--- src/rtl/dsm_pkg.sv ---
// rtl/dsm_pkg.sv - shared ternary PWM code and sample-format definitions
package dsm_pkg;

  localparam logic [1:0] PWM_POS  = 2'b01;
  localparam logic [1:0] PWM_NEG  = 2'b11;
  localparam logic [1:0] PWM_ZERO = 2'b00;
  localparam logic [1:0] PWM_INV  = 2'b10;

  localparam int DSM_SAMPLE_W = 15;
  localparam logic signed [DSM_SAMPLE_W-1:0] DSM_SAMPLE_MAX = 15'sh3fff;
  localparam logic signed [DSM_SAMPLE_W-1:0] DSM_SAMPLE_MIN = 15'sh4000;

  // Invalid code deliberately folds to zero so a glitch never biases the mean.
  function automatic logic signed [1:0] pwm_to_x(input logic [1:0] code);
    logic signed [1:0] v;
    v = 2'sb00;
    case (code)
      PWM_POS: v = 2'sb01;
      PWM_NEG: v = 2'sb11;
      default: v = 2'sb00;
    endcase
    return v;
  endfunction

endpackage

--- src/rtl/dsm_demod_comb.sv ---
// rtl/dsm_demod_comb.sv - 3-stage CIC comb with gain normalisation and saturation
module dsm_demod_comb
  import dsm_pkg::*;
#(
  parameter int W = 11,
  parameter int S = 5
) (
  input  logic                    clock,
  input  logic                    reset,
  input  logic                    tick,
  input  logic [W-1:0]            din,
  output logic [DSM_SAMPLE_W-1:0] dout
);

  localparam int SW = W + S;
  localparam logic signed [SW-1:0] HI = SW'(DSM_SAMPLE_MAX);
  localparam logic signed [SW-1:0] LO = SW'(DSM_SAMPLE_MIN);

  logic [W-1:0] d1, d2, d3;
  logic [W-1:0] c1, c2, c3;
  logic signed [SW-1:0] scaled;
  logic [DSM_SAMPLE_W-1:0] sat;

  // Differences are taken mod 2^W; integrator wrap cancels out here.
  assign c1 = din - d1;
  assign c2 = c1 - d2;
  assign c3 = c2 - d3;

  assign scaled = {c3, {S{1'b0}}};

  always_comb begin
    sat = scaled[DSM_SAMPLE_W-1:0];
    if (scaled > HI) begin
      sat = DSM_SAMPLE_MAX;
    end else if (scaled < LO) begin
      sat = DSM_SAMPLE_MIN;
    end
  end

  always_ff @(posedge clock or posedge reset) begin
    if (reset) begin
      d1   <= '0;
      d2   <= '0;
      d3   <= '0;
      dout <= '0;
    end else if (tick) begin
      d1   <= din;
      d2   <= c1;
      d3   <= c2;
      dout <= sat;
    end
  end

endmodule

--- src/rtl/dsm_demod.sv ---
// rtl/dsm_demod.sv - ternary delta-sigma demodulator with 3rd-order CIC decimator
// Optional invalid-code counter port err_cnt enabled by DSM_DEMOD_ERR_EN.
module dsm_demod
  import dsm_pkg::*;
#(
  parameter int DECIM = 8
) (
  input  logic                    clock,
  input  logic                    reset,
  input  logic [1:0]              pwm,
  output logic [DSM_SAMPLE_W-1:0] dout,
  output logic                    dout_valid
`ifdef DSM_DEMOD_ERR_EN
  ,
  output logic [7:0]              err_cnt
`endif
);

  localparam int L = $clog2(DECIM);
  localparam int W = 2 + 3 * L;
  localparam int S = 14 - 3 * L;

  logic signed [1:0] x;
  logic [W-1:0]      i1, i2, i3;
  logic [L-1:0]      dcnt;
  logic              tick;

  assign tick = (dcnt == L'(DECIM - 1));

  // Integrators wrap freely at W bits; the comb differences recover the sum.
  always_ff @(posedge clock or posedge reset) begin
    if (reset) begin
      x          <= 2'sb00;
      i1         <= '0;
      i2         <= '0;
      i3         <= '0;
      dcnt       <= '0;
      dout_valid <= 1'b0;
    end else begin
      x          <= pwm_to_x(pwm);
      i1         <= i1 + W'(x);
      i2         <= i2 + i1;
      i3         <= i3 + i2;
      dcnt       <= dcnt + L'(1);
      dout_valid <= tick;
    end
  end

  dsm_demod_comb #(
    .W(W),
    .S(S)
  ) u_comb (
    .clock(clock),
    .reset(reset),
    .tick (tick),
    .din  (i3),
    .dout (dout)
  );

`ifdef DSM_DEMOD_ERR_EN
  logic x_inv;

  always_ff @(posedge clock or posedge reset) begin
    if (reset) begin
      x_inv   <= 1'b0;
      err_cnt <= '0;
    end else begin
      x_inv <= (pwm == PWM_INV);
      if (x_inv && (err_cnt != 8'hff)) begin
        err_cnt <= err_cnt + 8'd1;
      end
    end
  end
`endif

endmodule
--- config.mk ---
export PLATFORM = sky130hd
export DESIGN_NAME = dsm_demod
export DESIGN_NICKNAME = d
export VERILOG_FILES = /design/src/rtl/dsm_pkg.sv /design/src/rtl/dsm_demod_comb.sv /design/src/rtl/dsm_demod.sv
export SDC_FILE = /design/constraint.sdc
export NUM_CORES = 1
export LEC_CHECK = 0
export ABC_CLOCK_PERIOD_IN_PS = 4400
export CORE_ASPECT_RATIO = 0.7
export CORE_MARGIN = 1.5
export CORE_UTILIZATION = 40
export DETAILED_ROUTE_END_ITERATION = 8
export PLACE_DENSITY = 0.58
export SETUP_SLACK_MARGIN = 0.05
export SLEW_MARGIN = 10
export SYNTH_ARGS = -nofsm -noshare
export SYNTH_HDL_FRONTEND = slang
export SYNTH_HIERARCHICAL = 1
export SYNTH_SLANG_ARGS = --single-unit
--- constraint.sdc ---
create_clock -name clock -period 4.4 [get_ports clock]
set_clock_uncertainty 0.1 [all_clocks]
set_input_delay 0.44 -clock clock [delete_from_list [all_inputs] [get_ports clock]]
set_output_delay 0.44 -clock clock [all_outputs]
set_load 0.005 [all_outputs]
== Yosys cells after proc, flatten, opt, wreduce, memory -nomap -nowiden ==
Index checks and enable logic that the tools add are counted.
W data, S select, Z words.

* Flip-flop bits (word level): 87
* Input port bits: 4
* Output and inout port bits: 16

* $add $sub $neg: 7
* Eq/ne operators: 3
* Order comparisons: 2
* Mux-type cells: 3

{| class="wikitable"
|+ Operators with widths
! cell !! count
|-
| $add A11 B11 Y11 || 3
|-
| $sub A11 B11 Y11 || 3
|-
| $mux W15 || 2
|-
| $gt A16 B15 Y1 const B || 1
|-
| $lt A16 B15 Y1 const B || 1
|-
| $pmux W2 S2 || 1
|-
| $add A3 B1 Y3 const B || 1
|-
| $eq A3 B3 Y1 const B || 1
|-
| $eq A2 B1 Y1 const B || 1
|-
| $eq A2 B2 Y1 const B || 1
|}

== Longest topological paths before layout ==
* Depth in word-level cells: 6
* Gate-level depth with buffers: 23
* Depth with buffers taken out: 22

== Hierarchy ==
The synthesis kept the hierarchy.

{| class="wikitable"
|+ Modules (own cells, without submodules)
! module !! cells an instance !! seq. area each (um^2) !! area each (um^2) !! times used
|-
| dsm_demod_comb || 356 || 1101.1 || 3188.1 || 1
|-
| dsm_demod || 216 || 975.9 || 2322.2 || 1
|}

== Worst setup path after synthesis ==
No wires, ideal clock.

* Path type: flip-flop to flip-flop
* Start point: register i3[1]
* End point: register u_comb.dout[5]
* Data arrival time: 4.175 ns
* Period minus slack after synthesis: 4.353 ns
* Cell stages (with the launch flop): 22
* Library setup time: 0.078 ns
* Path slack: 0.047 ns
* Required time: 4.222 ns
* Path through: dfrtp_1 -> ha_1 -> nor2b_1 -> o21ai_0 -> a21boi_1 -> o21a_1 -> o21ai_1 -> nand2_1 -> a21oi_1 -> xnor2_1 -> ha_1 -> buf_6 -> a21o_1 -> or3_1 -> o21a_1 -> xor2_1 -> ha_1 -> a21oi_1 -> xnor2_2 -> buf_2 -> o21ai_0 -> o2bb2ai_1

* Longest elaborated chain between the ends: 6

{| class="wikitable"
|+ Ends and longest elaborated chain
! what !! line !! RTL
|-
| start, declared || dsm_demod.sv:24 || <nowiki>logic [W-1:0] i1, i2, i3;</nowiki>
|-
| start signal, assigned || dsm_demod.sv:43 || <nowiki>i3 <= i3 + i2;</nowiki>
|-
| $sub A11 B11 Y11 (*) || dsm_demod_comb.sv:25 || <nowiki>assign c1 = din - d1;</nowiki>
|-
| via u_comb.c1[7] || dsm_demod_comb.sv:20 || <nowiki>logic [W-1:0] c1, c2, c3;</nowiki>
|-
| $sub A11 B11 Y11 (*) || dsm_demod_comb.sv:26 || <nowiki>assign c2 = c1 - d2;</nowiki>
|-
| via u_comb.c2[8] || dsm_demod_comb.sv:20 ||
|-
| $sub A11 B11 Y11 (*) || dsm_demod_comb.sv:27 || <nowiki>assign c3 = c2 - d3;</nowiki>
|-
| $lt A16 B15 Y1 || dsm_demod_comb.sv:35 || <nowiki>end else if (scaled < LO) begin</nowiki>
|-
| $mux W15 || dsm_demod_comb.sv:35 ||
|-
| $mux W15 (*) || dsm_demod_comb.sv:33 || <nowiki>if (scaled > HI) begin</nowiki>
|-
| end signal, assigned || dsm_demod_comb.sv:50 || <nowiki>dout <= sat;</nowiki>
|-
| end, declared || dsm_demod_comb.sv:12 || <nowiki>output logic [DSM_SAMPLE_W-1:0] dout</nowiki>
|}

Mark *: on every way through the listed nets, which the timed path passes. The rest lies on a longest branch.
A chain may end at the register's enable or synchronous reset.

== Worst setup path in the final report ==
* Start point: register u_comb.d1[1]
* End point: register u_comb.dout[7]

* Longest elaborated chain between the ends: 6

{| class="wikitable"
|+ Ends and longest elaborated chain
! what !! line !! RTL
|-
| start, declared || dsm_demod_comb.sv:19 || <nowiki>logic [W-1:0] d1, d2, d3;</nowiki>
|-
| start signal, assigned || dsm_demod_comb.sv:47 || <nowiki>d1 <= din;</nowiki>
|-
| $sub A11 B11 Y11 (*) || dsm_demod_comb.sv:25 ||
|-
| via u_comb.c1[7] || dsm_demod_comb.sv:20 ||
|-
| $sub A11 B11 Y11 (*) || dsm_demod_comb.sv:26 ||
|-
| via u_comb.c2[8] || dsm_demod_comb.sv:20 ||
|-
| $sub A11 B11 Y11 (*) || dsm_demod_comb.sv:27 ||
|-
| $lt A16 B15 Y1 || dsm_demod_comb.sv:35 ||
|-
| $mux W15 || dsm_demod_comb.sv:35 ||
|-
| $mux W15 (*) || dsm_demod_comb.sv:33 ||
|}

Marked as above.

==> qor.txt <==
fin nets = 699
launch point of the critical path = u_comb/d1[1]
cts hold-fix bufs = 0
fraction of final layout cells sized beyond drive strength 1 = 0.1889
ys flop type = dfrtp_1
simple-gate area share of the yosys netlist = 0.1144
Yosys warning total = 6
core region area = 13310 um2
EDFF count, synth = 0
Seq/Total Area, Yosys = 0.3769
critical path class = reg2reg
critical path's largest stage delay = 400 ps
CP max FO = 7
Final setup violation count = 1
Pins Over Slew Limit = 0
most frequent cells in the layout = dfrtp_1, ha_1, inv_1
dpl cells = 787
Num CTS Buffers = 9
R2R Setup Slk = -2 ps
hpwl dp = 7.911 mm
ANT cells = 0
stages on the worst setup path = 23
worst skew pair latency = 330 ps
R2R depth = 23
post-synthesis cell type count = 61
vias per inst = 5.023
port bufs = 19
CP Buf/Inv Count = 3
CP max stage cell = dfrtp_1
first-pass GRT wire length = 19.28 mm
commonest non-fill, non-tap cell in the layout = dfrtp_1
via count = 4094
CP Capture Type = flip-flop
crit path to = u_comb/dout[7]
Routed WL per cell = 13.67 um
die width = 143.3 um
total track usage = 0.1664
DRC = 0
TritonCTS clock tree = done
Area Overhead vs Synth = 21.64%
Final period util = 1.000
drt first pass iters = 4
mux cell area share after synthesis = 0.01158
startpoint type of the worst setup path = flip-flop
Post-Syn Instances = 572
Syn Nets = 644
clock tree buffer depth = 2
Max Cap Violations = 0
violated checks = negative setup slack
Synth Area per Inst = 9.633 um2
die height = 101.2 um
RePlAce Congestion = 0.8233
slew margin rel. = 0.3291
reg-to-reg startpoint = u_comb/d1[1]
WP data arrival = 4520 ps
CP Cell Sequence = inv_2 -> ha_4 -> nor2b_4 -> o21ai_2 -> a21boi_2 -> o21a_1 -> o21ai_2 -> nand2_2 -> a21oi_2 -> xnor2_1 -> ha_1 -> a21o_1 -> or3_4 -> o21a_4 -> xor2_4 -> ha_4 -> a21o_1 -> a31oi_4 -> xnor2_4 -> buf_6 -> buf_6 -> a21oi_2 -> o2bb2ai_1
WP data required = 4520 ps
antenna-violating nets left = 0
# H-tree levels = 3
worst hold path type = reg2reg
Row Count = 35
RSZ-0062 raised after global routing = true
main combinational cell family by area after synthesis = compound AO/OA/AOI/OAI gates
cell family with most CP delay = compound AO/OA/AOI/OAI gates
Starting Density = 0.4139
Mapped Area = 5510 um2
compound-gate portion of the synthesized area = 0.1905
die area = 14500 um2
final hold vios = 0
grt ovf = 0
ys async rst share = 1.000
largest net degree at the start of global routing = 65
Adder-Cell Fraction of Synth Area = 0.1626
final setup TNS = -2.002 ps
final core utilization = 0.5035
worst r2r dst = u_comb/dout[7]
initial drt markers = 237
min setup slack post-route = -2.002 ps
vias in the first global route = 4026
status = finished with violations
final wirelength = 11.15 mm
XOR/XNOR share of the synthesized area = 0.08651
Layout fillers = 1238
Final min period = 4402 ps
non-filler cells, final = 815
Worst Max-Slew Pin Slew = 1006 ps
Boundary Pins = 20
f_max = 227.2 MHz
Root Buffer = clkbuf_16
clock-pin slew on the worst setup and hold paths = 70 ps
Seq cells post-synth = 83
CTS Sinks = 83
initial antenna violation count = 0
-- cell usage after synthesis (5+ instances only) --
master,instances,area share
nand2_1,45,0.031
nor2_1,34,0.023
or3_1,5,0.0057
xor2_1,17,0.027
a21oi_1,30,0.027
a21o_1,8,0.011
a31oi_1,5,0.0057
nor2b_1,10,0.011
and3_1,6,0.0068
ha_1,62,0.14
nand2b_1,6,0.0068
clkbuf_1,11,0.0075
inv_1,58,0.040
a21oi_2,6,0.0095
o21a_1,11,0.015
xnor2_1,31,0.049
o2bb2ai_1,9,0.014
o21ai_1,6,0.0054
fa_1,6,0.022
dfrtp_1,83,0.38
a211oi_1,7,0.0095
o21ai_0,38,0.035
nor3_1,5,0.0045
nand3_1,10,0.0091
-- cell families after synthesis --
family,Yosys count
compound gates,155
buf+inv,76
flops,83
simple gates,133
mux,6
xor+xnor,51
fa+ha+maj,68
-- area by class of cell --
class | count | area, um2 | share of cell area
clock buffer | 10 | 239.0 | 0.03565
clock inverter | 4 | 52.55 | 0.007840
sequential | 83 | 2077 | 0.3099
timing repair buffer | 62 | 535.5 | 0.07990
tap | 185 | 231.5 | 0.03453
inverter | 58 | 217.7 | 0.03248
multi-input combinational | 413 | 3349 | 0.4997
-- flip-flops by register name, indices dropped and copies added, names as in the netlist --
signal / flops
i1: 11
i2: 11
i3: 11
u_comb/d1: 11
u_comb/d2: 11
u_comb/d3: 11
u_comb/dout: 11
dcnt: 3
x: 2
dout_valid: 1
-- metrics by stage --
stage,setup WS (ps),instance area (um2),hold slack [ps]
final,-2.002,6703,336.8
after global routing,-165.3,6703,351.9
after CTS,19.89,6464,331.1
after detailed placement,-298.2,6053,321.7
after global placement,-177.9,6053,312.8
after floorplan,101.0,5513,300.6
-- routing by layer --
metal,global-route usage,vias to the layer above,routed length [um]
met5,0,-,0
met4,0.03689,0,80
met3,0.03688,7,255
met2,0.2427,40,4584
met1,0.2513,1957,6224
li1,-,2090,-
-- what timing repair did --
action                                  4_1_cts  5_1_grt
endpoints found under the setup margin       11       11
pin swaps                                     6       26
gates cloned                                  0        0
setup buffers                                 4       10
resized for setup                            22       40
-- worst min-delay path by stage --
stage | startpoint | endpoint | depth (start not counted)
global route | dcnt[0] | dcnt[0] | 1
finish | dcnt[0] | dcnt[0] | 1
detailed placement | dcnt[0] | dcnt[0] | 1
CTS | dcnt[0] | dcnt[0] | 1
floorplan | dcnt[0] | dcnt[0] | 1
global placement | dcnt[0] | dcnt[0] | 1
Power is left out: the tool's default activity adds up to more than one toggle a clock period on the data nets, which glitch-free logic cannot reach.
